<file path="config.mk">
export PLATFORM = sky130hd
export DESIGN_NAME = lwe_decrypt_seq
export DESIGN_NICKNAME = d
export VERILOG_FILES = /design/src/rtl/lwe_decrypt_seq.sv
export SDC_FILE = /design/constraint.sdc
export NUM_CORES = 1
export LEC_CHECK = 0
export BUFFER_PORTS_ARGS = -buffer_cell sky130_fd_sc_hd__buf_2
export CORE_ASPECT_RATIO = 0.75
export CORE_MARGIN = 10
export CORE_UTILIZATION = 55
export DETAILED_ROUTE_END_ITERATION = 10
export PLACE_DENSITY = 0.81
export SYNTH_ARGS = -nofsm -noshare
export SYNTH_HDL_FRONTEND = slang
export SYNTH_SLANG_ARGS = --single-unit
</file>
<file path="constraint.sdc">
create_clock -name clk -period 11.5 [get_ports clk]
set_clock_uncertainty 0.1 [all_clocks]
set_input_delay 0.575 -clock clk [delete_from_list [all_inputs] [get_ports clk]]
set_output_delay 0.575 -clock clk [all_outputs]
set_load 0.1 [all_outputs]
</file>
<file path="src/rtl/lwe_decrypt_seq.sv">
// Sequential LWE decryption core: streams key/ciphertext beats, accumulates the
// dot product mod 2^CIPHERTEXT_WIDTH and maps it to a plaintext on the last beat.
module lwe_decrypt_seq #(
  parameter int unsigned PLAINTEXT_WIDTH  = 6,
  parameter int unsigned CIPHERTEXT_WIDTH = 10,
  parameter int unsigned DIMENSION        = 1,
  parameter int unsigned LANES            = 1,
  parameter int unsigned ROUND_MODE       = 1
) (
  input  logic                                clk,
  input  logic                                rst_n,
  input  logic                                in_valid,
  output logic                                in_ready,
  input  logic [LANES*CIPHERTEXT_WIDTH-1:0]   in_sk,
  input  logic [LANES*CIPHERTEXT_WIDTH-1:0]   in_ct,
  input  logic                                in_last,
  output logic                                out_valid,
  input  logic                                out_ready,
  output logic [PLAINTEXT_WIDTH-1:0]          out_result,
  output logic                                out_error
);

  localparam int unsigned CW     = CIPHERTEXT_WIDTH;
  localparam int unsigned PW     = PLAINTEXT_WIDTH;
  localparam int unsigned PROD_W = 2 * CW;
  localparam int unsigned BEATS  = (DIMENSION + 1) / LANES;
  localparam int unsigned BW     = (BEATS > 1) ? $clog2(BEATS) : 1;
  localparam logic [CW-1:0] HALF = CW'(1) << (CW - PW - 1);

  typedef enum logic {ACC, OUT} state_t;

  state_t          state;
  logic [CW-1:0]   acc;
  logic [BW-1:0]   beat_cnt;

  logic [CW-1:0]     acc_next;
  logic [CW-1:0]     sk_k;
  logic [CW-1:0]     ct_k;
  logic [PROD_W-1:0] prod;
  logic [CW-1:0]     rounded;
  logic [PW-1:0]     result_c;
  logic              last_beat;
  logic              vec_end;
  logic              beat_fire;

  // Multiply-accumulate across lanes; only the low CW bits of each product matter mod 2^CW.
  always_comb begin
    acc_next = acc;
    sk_k     = '0;
    ct_k     = '0;
    prod     = '0;
    for (int k = 0; k < int'(LANES); k++) begin
      sk_k     = in_sk[k*CW +: CW];
      ct_k     = in_ct[k*CW +: CW];
      prod     = PROD_W'(sk_k) * PROD_W'(ct_k);
      acc_next = acc_next + prod[CW-1:0];
    end
  end

  // Round-to-nearest wraps naturally: values just below 2^CW round up to plaintext 0.
  always_comb begin
    rounded = acc_next + HALF;
    if (ROUND_MODE != 0) begin
      result_c = PW'(rounded >> (CW - PW));
    end else begin
      result_c = PW'(acc_next);
    end
  end

  assign last_beat = (beat_cnt == BW'(BEATS - 1));
  assign vec_end   = in_last || last_beat;
  assign beat_fire = in_valid && in_ready;

  always_ff @(posedge clk) begin
    if (!rst_n) begin
      state      <= ACC;
      acc        <= '0;
      beat_cnt   <= '0;
      in_ready   <= 1'b0;
      out_valid  <= 1'b0;
      out_result <= '0;
      out_error  <= 1'b0;
    end else begin
      case (state)
        ACC: begin
          in_ready <= 1'b1;
          if (beat_fire) begin
            if (vec_end) begin
              state      <= OUT;
              in_ready   <= 1'b0;
              out_valid  <= 1'b1;
              out_result <= result_c;
              // Framing error: in_last early, or missing on the final beat.
              out_error  <= in_last ^ last_beat;
              acc        <= '0;
              beat_cnt   <= '0;
            end else begin
              acc      <= acc_next;
              beat_cnt <= beat_cnt + BW'(1);
            end
          end
        end
        OUT: begin
          if (out_ready) begin
            state     <= ACC;
            out_valid <= 1'b0;
            in_ready  <= 1'b1;
          end
        end
      endcase
    end
  end

endmodule

</file>
### Yosys cells after proc, flatten, opt, wreduce, memory -nomap -nowiden

Cells that the tools add are included.

* memories kept: 0
* bits in latches: 0
* output and inout bits: 9
* logic and storage cells: 35
* RAM bits: 0
* memory bits (read-only): 0
* register bits: 21
* input port bits: 25

* bitwise gates (word level): 2
* magnitude comparators: 0
* equality and inequality tests: 3
* shift operators: 0
* $mul: 1
* muxes and demuxes: 14
* $add $sub $neg: 3
* divide/modulo/power cells: 0
* reductions and logical operators: 5

Operator list (number)
* $add 10x10->10: 1
* $add 10x4->10 const B: 1
* $mul 10x10->10: 1
* $mux 1: 10
* $mux 10: 1
* $ne 2x2->1 const B: 3
* $pmux 1 s2: 3
* $reduce_and 3->1: 2
* $reduce_and 2->1: 1
* $add 1x1->1 const B: 1
* $logic_and 1x1->1: 1
* $logic_or 1x1->1: 1
* $not 1->1: 1
* $xor 1x1->1: 1

### Depth between registers and ports, before layout

Gate-level depths: netlist of run 1.

* word-level depth: 4
* mapped depth: 20
* mapped depth without buffers: 19

### Worst setup path after synthesis of run 1

Ideal clock, no wire load.

* kind: input to register
* from: in in_ct[1]
* to: reg out_result[5]
* data required time: 11280 ps
* setup time: 120 ps
* data arrival time: 4758 ps
* setup slack: 6522 ps
* cell stages on the path: 16
* buffers on the path: 1
* cell sequence: buf_2 nand2_1 fa_1 inv_1 fa_1 inv_1 fa_1 fa_1 fa_1 inv_1 ha_1 inv_1 nor2_1 a311oi_1 xnor3_1 a211o_1

* cells in the longest elaborated chain, start to end: 3

Ends and longest elaborated chain
* from (decl): line 15 `input logic [LANES*CIPHERTEXT_WIDTH-1:0] in_ct,`
* $mul 10x10->10: line 55 `prod = PROD_W'(sk_k) * PROD_W'(ct_k);`
* $add 10x10->10: line 56 `acc_next = acc_next + prod[CW-1:0];`
* $add 10x4->10: line 62 `rounded = acc_next + HALF;`
* to (signal assigned): line 92 `out_result <= result_c;`
* to (decl): line 19 `output logic [PLAINTEXT_WIDTH-1:0] out_result,`

Every way passes these cells.
A chain may end at the register's enable or synchronous reset.

### Worst setup path in the final report of run 1

* from: in in_sk[3]
* to: reg out_result[4]

* cells in the longest elaborated chain, start to end: 3

Ends and longest elaborated chain
* from (decl): line 14 `input logic [LANES*CIPHERTEXT_WIDTH-1:0] in_sk,`
* $mul 10x10->10: line 55
* $add 10x10->10: line 56
* $add 10x4->10: line 62

Every way passes these cells.

==> impl_metrics.csv, run 1 <==
group,metric,value,unit
run_status,outcome,"complete, no violations",
drt,dr_wl_met3,330,µm
drt,drc,0,
synthesis,ys_ff_latch,21,
placement,io_buffer_count,33,
run,drv_cap,0,
layout,final_core_util,63.3,%
worst_setup_path,crit_type,"primary input to flop",
cts,cts_setup_buffers,0,
worst_setup_path,rrSetupSlack,7540,ps
grt,grt_overflow,0,
sta,worst_pin_slew,880,ps
placement,place_ws,6220,ps
drt,detail-route-antenna-nets,0,
synthesis,ys_seq_area_share,16.0,%
worst_setup_path,worstPathRequired,11570,ps
drt,maxUsedRoutingLayer,"met4",
floorplanning,fp.dieW,99.8,µm
worst_setup_path,crit_top_cell,"fa_1",
drt,first_pass_iters,4,
cts,holdBufCountCts,0,
synthesis,synth_cell_types,38,
power,leakage,1.43,nW
sta,drv_slew,0,
cts,cts_inserted_buffers,3,
worst_setup_path,crit_family,"adder cells",
grt,antenna_found_initial,0,
drt,routed_via_density,5.17,
sta,post-route-period-util,43.5,%
power,total_power,0.529,mW
worst_setup_path,endpoint_kind,"flop",
cts,cts-htree-levels,1,
power,powerDensity,184,nW/µm²
floorplanning,die_h,79.9,µm
cts,cts_buffer_depth,2,
placement,dp_cells,398,
floorplanning,die_area,7970,µm²
floorplanning,rows,21,
sta,finalHoldViolCount,0,
placement,dp_hpwl,4630,µm
drt,drt-initial-drc-count,105,
sta,setup_violations,0,
cts,cts.sinks,21,
cts,cts_tree,"built",
sta,slew_headroom,41.1,%
placement,dpl_cell_area,2830,µm²
floorplanning,core_region_area,4550,µm²
floorplanning,initial_utilization,57.8,%
grt,grt_util_all_layers,14.5,%
drt,wire_per_inst,13.5,µm
synthesis,synthesis.instances,315,
sta,timing.fmax,200,MHz
sta,setup_tns,0,ps
cts,cts_resized,0,
worst_setup_path,cp-start-kind,"primary input",
cts,path_clk_slew,80,ps
layout,syn_to_final_growth,9.57,%
worst_setup_path,cp_max_fo,7,
drt,wl_met2,2560,µm
sta,setup_slack,6490,ps
layout,drive_gt1_share,12.2,%
drt,wl,5410,µm
synthesis,netlist_area,2630,µm²
power,vdd_drop_max,0.000162,V
floorplanning,io_pins,34,
sta,grt_setup_unrepaired,"false",
worst_setup_path,cp_slowest_cell,"fa_1",
layout,stdcell_count,402,
synthesis,yosysWarnings,0,
cts,clk_latency,260,ps
layout,nets,431,
grt,grt_pass1_vias,2179,
drt,num_vias,2078,
grt,grt_pass1_wl,9740,µm
worst_setup_path,path_cells,"buf_2, nand2_1, fa_1, inv_1, fa_1, ha_1, fa_1, inv_1, fa_1, inv_1, ha_1, nand2_1, o211ai_1, xor2_1, nand3_1, xor2_1, a211oi_1",
layout,n_antenna_cell,0,
worst_setup_path,path_buf_inv,4,
synthesis,synth_fp_nets,400,
layout,fin_area,2880,µm²
min_path,hold_class,"flop to flop",
grt,grt_max_degree,20,
sta,period_needed,5010,ps
drt,routedLengthMet1,2480,µm
sta,worst_hold_slack,357,ps
synthesis,postSynthAreaPerCell,8.34,µm²
cts,cts_root_buf,"clkbuf_8",
placement,place_congestion,0.879,
worst_setup_path,max_stage_delay,530,ps
worst_setup_path,worst_ep_arrival_time,5080,ps
power by group:
group,internal (mW),total (mW),switching [mW]
clock,0.0242,0.0487,0.0245
combinational,0.164,0.395,0.231
sequential,0.0808,0.0848,0.00396
total,0.269,0.529,0.260
registers in the layout, summed over array words and instances, names as in the netlist:
signal / cells
beat_cnt: 1
out_result: 6
acc: 10
state: 1
in_ready: 1
out_error: 1
out_valid: 1
worst min-delay path: stages, from the launching register on:
cell and delay (ps):
dfxtp_1 310, nand2_1 50, a21oi_1 50
synth_stat cells, drive strengths merged:
master,n,area [µm²]
inv,65,244
nand2,51,194
fa,30,601
ha,30,375
xnor2,23,209
dfxtp,21,420
and2,17,106
nor2,15,56.3
a21oi,12,63.8
nand3,7,35.0
a211oi,5,37.5
a22oi,5,37.5
clkbuf,5,18.8
nor2b,3,18.8
o21ai,3,15.0
xor2,3,26.3
a21o,2,15.0
and3,2,12.5
buf,2,12.5
nand3b,2,15.0
a211o,1,8.76
a221oi,1,8.76
a311oi,1,8.76
a31oi,1,6.26
clkinv,1,3.75
nand2b,1,6.26
nor3,1,10.0
nor3b,1,7.51
o211ai,1,7.51
o21a,1,7.51
o311ai,1,16.3
xnor3,1,22.5
kinds of logic (layout without fill, tap and decap cells):
| family | after synthesis | count (layout) | share of synthesized area, % |
|---|---|---|---|
| AND/OR/NAND/NOR | 100 | 100 | 17.6 |
| buffers and inverters | 73 | 103 | 10.6 |
| adder cells (fa/ha/maj) | 60 | 60 | 37.1 |
| AO/OA/AOI/OAI | 34 | 34 | 8.86 |
| XOR/XNOR | 27 | 27 | 9.81 |
| flip-flops | 21 | 21 | 16.0 |
worst paths after layout:
kind / depth (start not counted) / end / startpoint
max: 17 / out_result[4] / in_sk[3]
min: 2 / acc[4] / acc[4]
max reg2reg: 14 / out_result[4] / acc[6]
min reg2reg: 2 / acc[4] / acc[4]
layout make-up:
| type | count | area [µm²] |
|---|---|---|
| multi-input combinational | 221 | 1930 |
| tap | 57 | 71.3 |
| fill | 403 | 1670 |
| inverter | 66 | 248 |
| clock buffer | 3 | 41.3 |
| timing repair buffer | 33 | 165 |
| sequential | 21 | 420 |
| clock inverter | 1 | 5.00 |
cell usage in the layout, fill, tap and decap left out, types with 11 or more instances in the layout:
cell and instances:
a21oi_1 11, and2_1 16, buf_2 33, dfxtp_1 21, fa_1 30, ha_1 30
inv_1 65, nand2_1 50, nor2_1 15, xnor2_1 22
metal layers:
layer | vias up | track usage (%)
li1 | 1036 | -
met1 | 988 | 18.9
met2 | 48 | 24.3
met3 | 6 | 2.68
met4 | 0 | 2.71
met5 | - | 0
Note: power is estimated with default switching activity, not from simulation.
==> inputs of run 2 (changes only) <==
--- a/config.mk
+++ b/config.mk
@@ -8,9 +8,9 @@
 export BUFFER_PORTS_ARGS = -buffer_cell sky130_fd_sc_hd__buf_2
 export CORE_ASPECT_RATIO = 0.75
 export CORE_MARGIN = 10
-export CORE_UTILIZATION = 55
+export CORE_UTILIZATION = 53
 export DETAILED_ROUTE_END_ITERATION = 10
-export PLACE_DENSITY = 0.81
+export PLACE_DENSITY = 0.82
 export SYNTH_ARGS = -nofsm -noshare
 export SYNTH_HDL_FRONTEND = slang
 export SYNTH_SLANG_ARGS = --single-unit
==> constraint.sdc (replaced) <==
create_clock -name clk -period 4.2 [get_ports clk]
set_clock_uncertainty 0.1 [all_clocks]
set_input_delay 0.21 -clock clk [delete_from_list [all_inputs] [get_ports clk]]
set_output_delay 0.21 -clock clk [all_outputs]
set_load 0.1 [all_outputs]
==> run 2 against run 1 <==
Against the previous run:
- the flow now finishes with violations (setup timing)
- largest cell class unchanged
- sequential cell count is the same
- critical endpoint is now out_result[5]
- global-route usage grew 1.7 points
- register-to-register slack lost 7200 ps
- cell count grew 10%
- combinational power grew to 4.7 times the previous value
- count of clock-buffer cells in the layout grew 1
- final area grew 20%
- first-iteration DRC count grew 37%
- critical path type unchanged
==> impl_metrics.csv, run 2 (synthesized netlist as in run 1, its figures left out) <==
group,metric,value,unit
grt,grt_pass1_wl,10800,µm
floorplanning,die_area,8200,µm²
min_path,hold_class,"primary input to flop",
sta,setup_tns,-168,ps
power,cellInternalPower,1.24,mW
run_status,outcome,"finished, violations left",
drt,wl,6820,µm
grt,grt_max_degree,20,
sta,finalHoldViolCount,0,
grt,grt_util_all_layers,16.1,%
floorplanning,die_h,81.0,µm
drt,routed_via_density,5.26,
drt,detail-route-antenna-nets,0,
layout,stdcell_count,442,
floorplanning,rows,22,
layout,drive_gt1_share,29.8,%
drt,drt-initial-drc-count,144,
power,power_frac_clock,5.8,%
placement,io_buffer_count,33,
layout,mostFrequentLayoutCell,"inv_1",
placement,dp_cells,431,
cts,path_clk_slew,70,ps
cts,cts.sinks,21,
layout,largest_registers,"acc: 10 flops, out_result: 6 flops",
drt,num_vias,2325,
power,leakage,1.67,nW
grt,grt_overflow,0,
drt,drc,0,
sta,period_needed,4310,ps
layout,nets,468,
sta,post-route-period-util,103,%
cts,cts-htree-levels,1,
sta,slew_headroom,39.8,%
grt,grt_pass1_vias,2406,
placement,dp_hpwl,4980,µm
worst_setup_path,cp_max_fo,8,
worst_setup_path,startpoint,"in_ct[1]",
cts,cts_tree,"built",
placement,place_congestion,0.853,
sta,grt_setup_unrepaired,"true",
layout,final_cell_mix,"inv_1, nand2_1, buf_4",
sta,setup_slack,-112,ps
worst_setup_path,worstPathRequired,4250,ps
drt,wire_per_inst,15.4,µm
floorplanning,fp.dieW,101,µm
power,p_sw_share,44.4,%
layout,n_antenna_cell,0,
sta,worst_pin_slew,899,ps
cts,cts_buffer_depth,2,
layout,nFillCells,307,
cts,cts_root_buf,"clkbuf_8",
worst_setup_path,cp-start-kind,"primary input",
layout,syn_to_final_growth,31.2,%
floorplanning,io_pins,34,
layout,max_flop_register,"acc",
worst_setup_path,worst_ep_arrival_time,4360,ps
layout,final_core_util,71.2,%
power,power_switching,0.993,mW
cts,holdBufCountCts,0,
drt,first_pass_iters,5,
grt,antenna_found_initial,0,
worst_setup_path,reg2reg_from,"acc[4]",
sta,setup_violations,3,
floorplanning,initial_utilization,54.2,%
cts,cts_inserted_buffers,3,
cts,clk_latency,260,ps
power,vdd_drop_max,0.000564,V
power,p_seq_share,10.5,%
power,pwr-share-comb,83.7,%
worst_setup_path,crit_type,"primary input to flop",
sta,timing.fmax,232,MHz
power,powerDensity,648,nW/µm²
floorplanning,core_region_area,4840,µm²
run,drv_cap,0,
min_path,min-delay-start,"rst_n",
sta,drv_slew,0,
worst_setup_path,endpoint_kind,"flop",
run_status,failed_checks,"setup timing",
layout,largest_reg_flops,10,
run 2: cell count changes in the layout (fill, tap and decap cells not counted), moves of 8 or more:
cell	previous run	this run
nand2_1	50	42
buf_4	0	34
buf_2	33	24
inv_2	0	8
inv_1	65	57
buf_6	0	11
run 2: final cells by class:
cell class	count	area, µm²	share of cell area (%)
Multi-Input combinational cell	221	2140	62.1
Timing Repair Buffer	70	519	15.1
Sequential cell	21	420	12.2
Inverter	66	248	7.18
Tap cell	60	75.1	2.18
Clock buffer	4	45.0	1.31
run 2: critical path: stages:
cell,delay [ps]
buf_12,100
nand2_4,50
fa_1,530
inv_1,50
fa_1,480
inv_1,60
fa_1,450
fa_1,480
fa_1,510
inv_2,50
ha_4,250
buf_4,140
a311oi_2,320
xnor3_2,350
a211o_1,310
run 2: through the flow:
stage	total power, mW	hold WS, ps	setup slack [ps]	cell area [µm²]
floorplan	1.28	228	-58.1	2700
global placement	1.58	342	-321	3130
detailed placement	1.62	358	-366	3130
CTS	1.89	100	-79.2	3300
global route	2.39	113	-243	3450
finish	2.24	114	-112	3450
run 2: power groups by stage:
| stage | clock network [mW] | logic [mW] | registers (mW) |
|---|---|---|---|
| floorplan | 0 | 0.974 | 0.310 |
| global placement | 0 | 1.34 | 0.237 |
| detailed placement | 0 | 1.38 | 0.238 |
| CTS | 0.133 | 1.52 | 0.233 |
| global route | 0.138 | 2.02 | 0.237 |
| finish | 0.129 | 1.87 | 0.235 |
run 2: per-layer routing:
metal	vias to the layer above	share of wire, %	GRT usage (%)
met4	0	2.6	4.58
li1	1108	-	-
met1	1124	39	19.3
met5	-	0	0
met2	73	52	28.7
met3	20	6.2	3.22
run 2: worst paths after layout:
path              slack [ps]  cells after the start            end
setup / recovery        -110                     15  out_result[5]
hold / removal           110                      2          state
setup reg to reg         390                     14  out_result[5]
hold reg to reg          360                      2         acc[0]
run 2: timing repair:
item,CTS,global route
buffers inserted,4,3
setup endpoints to repair,3,6
gates resized for setup,25,29
endpoints found under the hold margin,0,0
cloned,0,0
pin swaps,19,20
==> inputs of run 3 (changes only) <==
--- a/config.mk
+++ b/config.mk
@@ -11,6 +11,7 @@
 export CORE_UTILIZATION = 53
 export DETAILED_ROUTE_END_ITERATION = 10
 export PLACE_DENSITY = 0.82
+export SLEW_MARGIN = 20
 export SYNTH_ARGS = -nofsm -noshare
 export SYNTH_HDL_FRONTEND = slang
 export SYNTH_SLANG_ARGS = --single-unit
==> constraint.sdc (replaced) <==
create_clock -name clk -period 4.2 [get_ports clk]
set_clock_uncertainty 0.1 [all_clocks]
set_input_delay 0.84 -clock clk [delete_from_list [all_inputs] [get_ports clk]]
set_output_delay 0.84 -clock clk [all_outputs]
set_load 0.1 [all_outputs]
==> run 3 against run 2 <==
Against the previous run:
- the run still ends with setup timing left
- clock power rose by 5%
- global-route usage rose by 1.2 points
- worst setup slack got worse by 600 ps
- largest cell class unchanged
- highest routed layer unchanged
- sequential power barely moved
- critical path depth rose by 2
- sequential share of layout area fell by 0.71 points
- power rose by 6.1%
- wire length rose by 19%
==> impl_metrics.csv, run 3 (synthesized netlist as in run 1, its figures left out) <==
group,metric,value,unit
drt,routed_via_density,5.49,
grt,grt_max_degree,20,
sta,grt_setup_unrepaired,"true",
cts,clk_latency,270,ps
power,power_switching,1.08,mW
sta,worst_pin_slew,812,ps
drt,drc,0,
placement,dpl_cell_area,3260,µm²
grt,grt_pass1_vias,2448,
power,p_seq_share,9.9,%
run_status,outcome,"finished, violations left",
grt,antenna_found_initial,0,
run_status,failed_checks,"setup timing",
layout,largest_registers,"acc: 10 flops, out_result: 6 flops",
cts,path_clk_slew,80,ps
power,p_sw_share,45.7,%
sta,drv_slew,0,
layout,largest_reg_flops,10,
sta,period_needed,4910,ps
power,cellInternalPower,1.29,mW
layout,mostFrequentLayoutCell,"inv_1",
placement,io_buffer_count,33,
sta,timing.fmax,204,MHz
layout,final_cell_mix,"inv_1, nand2_1, buf_4",
sta,slew_headroom,45.7,%
drt,drt-initial-drc-count,191,
floorplanning,fp.dieW,101,µm
worst_setup_path,path_buf_inv,6,
cts,cts_root_buf,"clkbuf_8",
power,powerDensity,647,nW/µm²
worst_setup_path,cp_max_fo,4,
worst_setup_path,path_cells,"buf_6, buf_4, nand2_2, fa_1, inv_1, fa_1, ha_1, fa_1, inv_1, fa_1, inv_2, ha_4, buf_4, nor2b_1, o311ai_4, a31oi_1, a211o_1",
power,leakage,1.74,nW
placement,place_congestion,0.914,
worst_setup_path,worst_ep_arrival_time,4970,ps
run,drv_cap,0,
power,pwr-share-comb,84.3,%
layout,drive_gt1_share,35.1,%
floorplanning,die_area,8200,µm²
sta,finalHoldViolCount,0,
floorplanning,rows,22,
layout,n_antenna_cell,0,
cts,cts-htree-levels,1,
power,vdd_drop_max,0.000645,V
drt,wire_per_inst,18.1,µm
cts,cts_buffer_depth,2,
min_path,hold_class,"flop to flop",
drt,dr_wl_met3,553,µm
worst_setup_path,crit_family,"adder cells",
layout,fin_area,3660,µm²
worst_setup_path,endpoint_kind,"flop",
power,power_frac_clock,5.7,%
sta,worst_hold_slack,366,ps
grt,grt_util_all_layers,17.4,%
floorplanning,io_pins,34,
grt,grt_pass1_wl,11500,µm
drt,detail-route-antenna-nets,0,
layout,nets,473,
cts,cts_tree,"built",
worst_setup_path,cp_slowest_cell,"fa_1",
grt,grt_overflow,0,
floorplanning,die_h,81.0,µm
floorplanning,core_region_area,4840,µm²
layout,max_flop_register,"acc",
worst_setup_path,cp-start-kind,"primary input",
floorplanning,initial_utilization,54.2,%
drt,routedLengthMet1,3120,µm
cts,cts.sinks,21,
sta,setup_slack,-710,ps
worst_setup_path,max_stage_delay,530,ps
cts,cts_inserted_buffers,3,
drt,num_vias,2452,
drt,wl,8110,µm
placement,dp_hpwl,5460,µm
drt,first_pass_iters,4,
layout,syn_to_final_growth,39.4,%
worst_setup_path,worstPathRequired,4260,ps
sta,post-route-period-util,117,%
sta,setup_violations,11,
drt,maxUsedRoutingLayer,"met4",
worst_setup_path,crit_type,"primary input to flop",
worst_setup_path,crit_top_cell,"fa_1",
drt,wl_met2,4060,µm
-- run 3: cell types whose count changed in the layout (fill, tap and decap cells not counted), sizes merged --
| cell | delta |
|---|---|
| buf | +5 |
| clkinv | +1 |
| clkbuf | -1 |
-- run 3: per-layer routing --
layer  global-route usage [%]  vias to the layer above
met5                        0                        -
met3                     4.75                       43
met1                     21.2                     1194
met2                     30.1                       95
li1                         -                     1120
met4                     3.75                        0
-- run 3: repair_timing --
action | CTS | global route
setup endpoints to repair | 12 | 12
pin swaps | 25 | 28
resized for setup | 49 | 31
buffers inserted | 4 | 3
hold buffers | 0 | 0
cloned | 0 | 0
-- run 3: power groups by stage --
stage | Combinational [mW] | Sequential, mW | Clock [mW]
after floorplan | 1.07 | 0.310 | 0
after global placement | 1.47 | 0.237 | 0
after detailed placement | 1.54 | 0.238 | 0
after CTS | 1.76 | 0.234 | 0.133
after global routing | 2.13 | 0.238 | 0.144
final | 2.00 | 0.236 | 0.136
-- run 3: path summary, 6_finish.rpt --
check / startpoint / endpoint / slack [ps] / cells past startpoint
worst min register to register: acc[3] / acc[3] / 370 / 2
worst max-delay path: in_sk[5] / out_result[5] / -710 / 17
worst min-delay path: acc[3] / acc[3] / 370 / 2
worst max register to register: acc[6] / out_result[5] / 370 / 13
-- run 3: layout make-up --
type | count | area [µm²]
Clock buffer | 3 | 41.3
Clock inverter | 1 | 5.00
Fill cell | 291 | 1180
Inverter | 66 | 250
Multi-Input combinational cell | 221 | 2260
Sequential cell | 21 | 420
Tap cell | 60 | 75.1
Timing Repair Buffer | 75 | 611
-- run 3: worst min-delay path, cell delays in order, from the launching register on --
cell,delay (ps)
dfxtp_1,320
nand2_1,50
a21oi_1,50
-- run 3: metrics by stage --
stage / utilization [%] / setup slack (ps) / setup TNS [ps] / total power, mW / instances
after detailed placement: 67.3 / -983 / -8310 / 1.77 / 437
final: 75.6 / -710 / -4870 / 2.37 / 447
after global placement: 67.3 / -936 / -7370 / 1.71 / 437
after floorplan: - / -687 / -3340 / 1.38 / 315
after CTS: 72.6 / -659 / -4450 / 2.13 / 445
after global routing: 75.6 / -787 / -6220 / 2.51 / 447
